$ cat src/rtl/ps2_pkg.sv
// Shared types and constants for the PS/2 keycode receiver.
package ps2_pkg;

  typedef enum logic [1:0] {
    IDLE,
    DATA,
    PARITY,
    STOP
  } ps2_frame_state_t;

  localparam logic [7:0]  PS2_EXT_PREFIX = 8'hE0;
  localparam logic [7:0]  PS2_BRK_PREFIX = 8'hF0;
  localparam logic [15:0] KEY_NONE       = 16'h0000;

  // Full 16-bit keycode for a scan byte, with the extended prefix folded in.
  function automatic logic [15:0] make_code(input logic ext, input logic [7:0] scan);
    return {(ext ? PS2_EXT_PREFIX : 8'h00), scan};
  endfunction

endpackage

$ cat src/rtl/ps2_frame_rx.sv
// PS/2 frame receiver: synchronizes the raw lines, glitch-filters the clock,
// assembles 11-bit frames on falling edges and aborts stalled frames.
// byte_strobe_o / frame_err_o are single-cycle strobes aligned with the
// STOP-bit fall (or the timeout cycle); byte_data_o is valid with byte_strobe_o.
module ps2_frame_rx
  import ps2_pkg::*;
#(
  parameter int CLK_FILTER_LEN = 8,
  parameter int TIMEOUT_CYC    = 50000
) (
  input  logic       clk,
  input  logic       rst_n,
  input  logic       ps2_clk_i,
  input  logic       ps2_data_i,
  output logic       byte_strobe_o,
  output logic [7:0] byte_data_o,
  output logic       frame_err_o
);

  localparam int FW = $clog2(CLK_FILTER_LEN + 1);
  localparam int TW = $clog2(TIMEOUT_CYC + 1);

  logic             clk_meta_q, clk_sync_q;
  logic             data_meta_q, data_sync_q;
  logic             clk_filt_q;
  logic [FW-1:0]    filt_cnt_q;
  logic             fall_q;

  ps2_frame_state_t state_q;
  logic [2:0]       bit_cnt_q;
  logic [7:0]       shift_q;
  logic             parity_q;
  logic [TW-1:0]    to_cnt_q;

  logic             timeout_d;
  logic             frame_ok_d;
  logic             stop_fall_d;

  // Two-stage synchronizers; reset to the idle-high line level so no fall is
  // seen on reset release.
  // NOTE: sequential state uses non-blocking assignments so every flop samples
  // pre-edge values regardless of statement order.
  always_ff @(posedge clk or negedge rst_n) begin
    if (!rst_n) begin
      clk_meta_q  <= 1'b1;
      clk_sync_q  <= 1'b1;
      data_meta_q <= 1'b1;
      data_sync_q <= 1'b1;
    end else begin
      clk_meta_q  <= ps2_clk_i;
      clk_sync_q  <= clk_meta_q;
      data_meta_q <= ps2_data_i;
      data_sync_q <= data_meta_q;
    end
  end

  // Glitch filter: the filtered clock follows only after CLK_FILTER_LEN
  // consecutive differing samples; a 1->0 change raises the fall strobe.
  always_ff @(posedge clk or negedge rst_n) begin
    if (!rst_n) begin
      clk_filt_q <= 1'b1;
      filt_cnt_q <= '0;
      fall_q     <= 1'b0;
    end else begin
      fall_q <= 1'b0;
      if (clk_sync_q != clk_filt_q) begin
        if (filt_cnt_q == FW'(CLK_FILTER_LEN - 1)) begin
          clk_filt_q <= clk_sync_q;
          filt_cnt_q <= '0;
          fall_q     <= clk_filt_q;
        end else begin
          filt_cnt_q <= filt_cnt_q + 1'b1;
        end
      end else begin
        filt_cnt_q <= '0;
      end
    end
  end

  // Stall detection and frame validity, evaluated every cycle.
  // NOTE: every signal driven here gets a default first, so no latch is inferred.
  always_comb begin
    timeout_d   = 1'b0;
    stop_fall_d = 1'b0;
    frame_ok_d  = 1'b0;
    if (state_q != IDLE && !fall_q && to_cnt_q == TW'(TIMEOUT_CYC - 1))
      timeout_d = 1'b1;
    if (fall_q && state_q == STOP)
      stop_fall_d = 1'b1;
    // Stop bit is the data sampled at this fall; data+parity must be odd.
    if (data_sync_q && (^{parity_q, shift_q}))
      frame_ok_d = 1'b1;
  end

  assign byte_strobe_o = stop_fall_d && frame_ok_d;
  assign frame_err_o   = timeout_d || (stop_fall_d && !frame_ok_d);
  assign byte_data_o   = shift_q;

  // Frame FSM, stepped on fall strobes, with the mid-frame timeout counter.
  always_ff @(posedge clk or negedge rst_n) begin
    if (!rst_n) begin
      state_q   <= IDLE;
      bit_cnt_q <= '0;
      shift_q   <= '0;
      parity_q  <= 1'b0;
      to_cnt_q  <= '0;
    end else begin
      if (state_q == IDLE || fall_q) to_cnt_q <= '0;
      else                           to_cnt_q <= to_cnt_q + 1'b1;

      if (timeout_d) begin
        state_q <= IDLE;
      end else if (fall_q) begin
        case (state_q)
          IDLE: begin
            bit_cnt_q <= '0;
            if (!data_sync_q) state_q <= DATA;
          end
          DATA: begin
            shift_q   <= {data_sync_q, shift_q[7:1]};
            bit_cnt_q <= bit_cnt_q + 1'b1;
            if (bit_cnt_q == 3'd7) state_q <= PARITY;
          end
          PARITY: begin
            parity_q <= data_sync_q;
            state_q  <= STOP;
          end
          STOP:    state_q <= IDLE;
          default: state_q <= IDLE;
        endcase
      end
    end
  end

endmodule

$ cat src/rtl/ps2_keycode_rx.sv
// PS/2 keyboard receiver top: frame reception plus E0/F0 prefix tracking and
// held-key register feeding the motion stage.
// Optional build macro PS2_TYPEMATIC_FILTER_EN: when defined, a make equal to
// the currently held non-zero keycode does not pulse key_valid.
module ps2_keycode_rx
  import ps2_pkg::*;
#(
  parameter int CLK_FILTER_LEN = 8,
  parameter int TIMEOUT_CYC    = 50000
) (
  input  logic        Clk,
  input  logic        Reset_n,
  input  logic        ps2_clk,
  input  logic        ps2_data,
  output logic [15:0] keycode,
  output logic        key_valid,
  output logic        frame_err
);

  logic        rx_strobe;
  logic [7:0]  rx_byte;
  logic        rx_err;
  logic [15:0] code_d;

  logic [15:0] keycode_q;
  logic        key_valid_q;
  logic        frame_err_q;
  logic        ext_q;
  logic        brk_q;

  ps2_frame_rx #(
    .CLK_FILTER_LEN (CLK_FILTER_LEN),
    .TIMEOUT_CYC    (TIMEOUT_CYC)
  ) u_frame_rx (
    .clk           (Clk),
    .rst_n         (Reset_n),
    .ps2_clk_i     (ps2_clk),
    .ps2_data_i    (ps2_data),
    .byte_strobe_o (rx_strobe),
    .byte_data_o   (rx_byte),
    .frame_err_o   (rx_err)
  );

  assign code_d = make_code(ext_q, rx_byte);

  // Prefix tracking and held-key update; errored frames drop any pending prefix.
  always_ff @(posedge Clk or negedge Reset_n) begin
    if (!Reset_n) begin
      keycode_q   <= KEY_NONE;
      key_valid_q <= 1'b0;
      frame_err_q <= 1'b0;
      ext_q       <= 1'b0;
      brk_q       <= 1'b0;
    end else begin
      key_valid_q <= 1'b0;
      frame_err_q <= rx_err;
      if (rx_err) begin
        ext_q <= 1'b0;
        brk_q <= 1'b0;
      end else if (rx_strobe) begin
        if (rx_byte == PS2_EXT_PREFIX) begin
          ext_q <= 1'b1;
        end else if (rx_byte == PS2_BRK_PREFIX) begin
          brk_q <= 1'b1;
        end else begin
          if (!brk_q) begin
`ifdef PS2_TYPEMATIC_FILTER_EN
            // Auto-repeat of the held key is swallowed.
            if (!(keycode_q != KEY_NONE && code_d == keycode_q)) begin
              keycode_q   <= code_d;
              key_valid_q <= 1'b1;
            end
`else
            keycode_q   <= code_d;
            key_valid_q <= 1'b1;
`endif
          end else if (keycode_q == code_d) begin
            // Only the release of the held key clears it.
            keycode_q <= KEY_NONE;
          end
          ext_q <= 1'b0;
          brk_q <= 1'b0;
        end
      end
    end
  end

  assign keycode   = keycode_q;
  assign key_valid = key_valid_q;
  assign frame_err = frame_err_q;

endmodule
$ cat config.mk
export PLATFORM = sky130hd
export DESIGN_NAME = ps2_keycode_rx
export DESIGN_NICKNAME = d
export VERILOG_FILES = /design/src/rtl/ps2_pkg.sv /design/src/rtl/ps2_frame_rx.sv /design/src/rtl/ps2_keycode_rx.sv
export SDC_FILE = /design/constraint.sdc
export NUM_CORES = 1
export LEC_CHECK = 0
export BUFFER_PORTS_ARGS = -buffer_cell sky130_fd_sc_hd__buf_2
export CAP_MARGIN = 15
export CORE_MARGIN = 1
export CORE_UTILIZATION = 40
export CTS_BUF_LIST = sky130_fd_sc_hd__clkbuf_4
export DETAILED_ROUTE_END_ITERATION = 10
export PLACE_DENSITY = 0.67
export SETUP_SLACK_MARGIN = 0.3
export SLEW_MARGIN = 15
export SYNTH_ARGS = -nofsm -noshare
export SYNTH_HDL_FRONTEND = slang
export SYNTH_SLANG_ARGS = --single-unit
export TNS_END_PERCENT = 5
$ cat constraint.sdc
create_clock -name Clk -period 4.5 [get_ports Clk]
set_input_delay 0.45 -clock Clk [delete_from_list [all_inputs] [get_ports Clk]]
set_output_delay 0.45 -clock Clk [all_outputs]
set_load 0.02 [all_outputs]
Yosys cells after proc, flatten, opt, wreduce, memory -nomap -nowiden:

Cells that the tools add are included.

* register bits: 60
* input bits: 4
* output and inout port bits: 18

* add/subtract/negate cells: 3
* equality and inequality tests: 15
* mux-type cells: 30
* bitwise gates (word level): 4
* reductions and logical operators: 24

Operator list (count)
* 16-bit two-way mux: 3
* 1-bit two-way mux: 18
* 16-bit by 1-bit adder with 16-bit output, second input constant: 1
* 16-bit == test: 1
* 16-bit == test, second input constant: 1
* 8-bit == test, second input constant: 2
* 3-bit AND reduction: 4
* 9-bit parity: 1
* 2-bit two-way mux: 4
* 4-bit two-way mux: 2
* 8-bit two-way mux: 1
* 2-bit one-hot mux with 4 select lines: 1
* 2-bit nonzero test: 4
* 1-bit logical AND: 6
* 3-bit inequality test, second input constant: 2
* 3-bit one-hot mux with 2 select lines: 1
* 2-bit AND reduction: 3
* 5-bit AND reduction: 1
* 4-bit by 1-bit adder with 4-bit output, second input constant: 1
* 2-bit == test, second input constant: 2
* 4-bit by 3-bit == test with 1-bit output, second input constant: 1
* 1-bit inverter: 4
* 3-bit by 1-bit adder with 3-bit output, second input constant: 1
* 3-bit == test, second input constant: 1
* other kinds (8): 10

Logic depth before layout (Yosys ltp):

* depth after elaboration: 8
* depth in mapped cells: 7

Hierarchy:

From an unflattened synthesis, not the netlist that was laid out.

* cell total of the unflattened synthesis: 232
* area total of the unflattened synthesis: 2538.7 um^2

By module, submodules not included
* ps2_frame_rx: times used 1, cells an instance 165, area an instance 1843.0 um^2
* ps2_keycode_rx: times used 1, cells an instance 67, area an instance 695.7 um^2

Least setup slack after synthesis:

No wires, ideal clock.

* kind: reg-to-reg
* start: register u_frame_rx.shift_q[1] (netlist: u_frame_rx.byte_data_o[1])
* end: register keycode_q[0] (netlist: keycode[0])
* setup time: 161 ps
* arrival time: 1729 ps
* required time: 4339 ps
* slack: 2610 ps
* cell stages (with the launch flop): 8
* buffers on the path: 1
* cell sequence: dfrtp_1 > inv_1 > ha_1 > xnor3_1 > xnor2_2 > and3_1 > buf_6 > o221ai_1

* word-level cells in the longest chain between the ends: 8
* elaborated cells between the ends (all ways): 15
* classes of those cells: 4 x eq/ne; 1 x mux; 3 x bitwise; 7 x reduce/logical

Ends and longest elaborated chain
* start, declared: line ps2_frame_rx.sv:31 `logic [7:0] shift_q;`
* start signal, assigned: line ps2_frame_rx.sv:120 `shift_q <= {data_sync_q, shift_q[7:1]};`
* 9-bit parity: line ps2_frame_rx.sv:91 `if (data_sync_q && (^{parity_q, shift_q}))`
* 1-bit logical AND: line ps2_frame_rx.sv:91
* 1-bit two-way mux: line ps2_frame_rx.sv:91
* 1-bit logical NOT: line ps2_frame_rx.sv:96 `assign frame_err_o = timeout_d || (stop_fall_d && !frame_ok_d);`
* 1-bit logical AND: line ps2_frame_rx.sv:96
* 1-bit logical OR: line ps2_frame_rx.sv:96
* 1-bit inverter (no source line)
* 5-bit AND reduction (no source line) (*)
* end signal, assigned: line ps2_keycode_rx.sv:74 `keycode_q <= code_d;`
* end, declared: line ps2_keycode_rx.sv:25 `logic [15:0] keycode_q;`

Mark *: on every way between the ends. The rest lies on a longest branch, timed or not.
A chain may end at the register's enable or synchronous reset.

Final worst setup path:

* start: register u_frame_rx.shift_q[1] (netlist: u_frame_rx.byte_data_o[1])
* end: register keycode_q[3] (netlist: keycode[3])

The elaborated chain is that of the path after synthesis.

==> impl_metrics.json <==
{
  "finClkSkew_ps": 16.0,
  "cts_buffer_depth": 2,
  "ir_worst_vdd_mv": 0.129,
  "nFillCells": 657,
  "die_w_um": 85.4,
  "first_iter_violations": 152,
  "start_util_pct": 41.2,
  "die-area_um2": 7300,
  "p_per_area_nw_per_um2": 311,
  "htree_levels": 2,
  "clock-sinks": 53,
  "p_total_uw": 914,
  "reg2reg_slack_ps": 1980,
  "cts_hold_buf": 0,
  "grt_pass1_wl_um": 8420,
  "setup_tns_ps": 0,
  "min_period_ps": 2520,
  "synthTopCellsByArea": "dfrtp_1, xnor2_1, ha_1",
  "seq_area_frac_synth_pct": 47.9,
  "avgRoutedWirePerCell_um": 12.8,
  "finalWirelength_um": 4720,
  "layout-drive-gt1-share_pct": 13.6,
  "insertion_delay_ps": 370,
  "crit_path_max_fanout": 15,
  "drc_errors": 0,
  "syn_inst": 273,
  "leakage_nw": 1.34,
  "cts_root_buffer": "clkbuf_4",
  "drtAntennaViolNets": 0,
  "end_kind": "flip-flop",
  "hold_class": "input pin to asynchronous set/reset pin",
  "max-cap-violations": 0,
  "start_kind": "flip-flop",
  "core_area_um2": 6760,
  "worst_slew_pin_slew_ps": 778,
  "status": "finished clean",
  "grt_util_all_layers_pct": 14.3,
  "antenna_found_initial": 0,
  "cts_tree": "done",
  "max_freq_mhz": 398,
  "ys_seq_elements": 53,
  "antenna_cells": 0,
  "hpwl_um": 3290,
  "grt_pass1_vias": 1821,
  "vias": 1961,
  "final_area_um2": 2940,
  "post_drt_via_cell_ratio": 5.34,
  "relSlewSlack_pct": 47.7,
  "io-pin-count": 22,
  "cts_setup_buffers": 0,
  "die_h_um": 85.4,
  "fin_crit_sh_pct": 55.9,
  "yosysWarnings": 0,
  "utilization_pct": 43.6,
  "cts_buffers": 5,
  "grt_start_max_net_pins": 54,
  "grt_setup_unrepaired": "no",
  "post_synth.cell_area_avg_um2": 10.2,
  "yosysTopAreaCellShare_pct": 43.1,
  "placed_cell_area_um2": 2890,
  "cts-resized-gates": 0,
  "slew_violations": 0,
  "clk_pin_slew_ps": 150,
  "place_congestion": 0.794,
  "nets": 303,
  "numPortBuffers": 16,
  "yosys.area.top_type": "dfrtp_1",
  "cp.required_ps": 4730,
  "drt_pass1_iterations": 4,
  "synth_cell_types": 47,
  "cp_data_arrival_time_ps": 2740,
  "finalHoldViolations": 0,
  "areaGrowthSynthToFinish_pct": 5.75,
  "synth_area_um2": 2780,
  "crit_type": "flip-flop to flip-flop",
  "globalRouteOverflowTotal": 0,
  "setup_viol": 0,
  "rows": 30
}
==> metrics by stage <==
stage	worst slack, ps	instances	hold WS [ps]
floorplan	2610	277	154
finish	1980	367	158
CTS	1980	367	139
global route	1800	367	127
detailed placement	2000	359	347
global placement	2090	359	347
==> layout make-up <==
| class | count | area (µm²) | area share, % |
|---|---|---|---|
| tap | 80 | 100 | 3.40 |
| clock buffer | 5 | 37.5 | 1.27 |
| inverter | 22 | 82.6 | 2.80 |
| clock inverter | 3 | 12.5 | 0.425 |
| timing repair buffer | 18 | 95.1 | 3.23 |
| multi-input combinational | 186 | 1280 | 43.6 |
| sequential | 53 | 1330 | 45.3 |
==> cells in the final DEF, fill, tap and decap left out, types with 3 or more instances in the layout <==
cell / n
xnor2_1: 21
o21ai_0: 9
nor2_1: 23
conb_1: 5
buf_2: 16
inv_1: 22
nor3b_1: 3
nor2b_1: 6
xor2_1: 3
nor3_1: 5
a21oi_1: 4
o221ai_1: 10
dfrtp_1: 48
nand3_1: 7
ha_1: 13
dfstp_2: 5
nand2_1: 25
mux2_2: 5
clkbuf_4: 5
nor4_1: 4
nand4_1: 17
==> cells by family after synthesis <==
logic type                 after synthesis  synth area share [%]
and+or+nand+nor                        104                  20.0
DFF                                     53                  47.9
buffers and inverters                   38                  6.56
AOI/OAI and AO/OA                       31                  7.86
xor gates and xnor gates                26                  8.94
adders and majority gates               13                  5.84
muxes                                    7                  2.79
other                                    1                 0.135
==> Yosys cell counts (all sizes together) <==
library cell   n
xnor2         22
or4b           1
nand2         25
nand4         17
and3           1
mux2i          1
buf           12
nor2          24
and4b          1
dfstp          5
nor3b          3
nor3           5
nand3b         1
o2111a         1
mux2           6
or2            2
o2111ai        1
o221ai        10
a21oi          4
nor4           6
a31oi          2
and4           1
conb           1
dfrtp         48
o21ai         10
a32o           2
ha            13
inv           22
and2b          1
clkbuf         4
xnor3          1
or3            2
xor2           3
o2bb2ai        1
nor2b          6
nand3          8
==> sequential cells by signal, summed over array words and instances, names as in the netlist <==
name	cells
u_frame_rx.filt_cnt_q	4
u_frame_rx.clk_meta_q	1
u_frame_rx.clk_filt_q	1
u_frame_rx.bit_cnt_q	3
u_frame_rx.clk_sync_q	1
key_valid	1
u_frame_rx.state_q	2
brk_q	1
u_frame_rx.byte_data_o	8
u_frame_rx.parity_q	1
u_frame_rx.to_cnt_q	16
u_frame_rx.data_sync_q	1
ext_q	1
frame_err	1
u_frame_rx.fall_q	1
u_frame_rx.data_meta_q	1
keycode	9
==> final timing paths <==
| kind | endpoint | cells past startpoint | from |
|---|---|---|---|
| worst max register to register | keycode[3] | 6 | u_frame_rx.byte_data_o[1] |
| max in group asynchronous | u_frame_rx.bit_cnt_q[2] | 2 | Reset_n |
| worst min-delay path | keycode[1] | 2 | Reset_n |
| min in group Clk | u_frame_rx.clk_meta_q | 1 | ps2_clk |
| worst min register to register | u_frame_rx.data_sync_q | 0 | u_frame_rx.data_meta_q |
| worst max-delay path | keycode[3] | 6 | u_frame_rx.byte_data_o[1] |
==> worst max-delay path: stages (launching register included) <==
cell,delay (ps)
dfrtp_1,410
inv_1,80
ha_1,270
xnor3_1,410
xnor2_2,540
and3_1,480
o221ai_1,170
==> power by group <==
group	internal [mW]	total, mW	switching, mW
Clock	0.0570	0.202	0.145
Sequential	0.521	0.558	0.0371
Combinational	0.0610	0.154	0.0931
==> per-layer routing <==
metal	up-vias	GRT usage (%)	share of wire, %
met3	6	2.92	3.6
met4	0	4.55	1.3
met1	950	20.1	50
met5	-	0	0
li1	958	-	-
met2	47	22.3	45
Power figures use the tool's default switching activity.
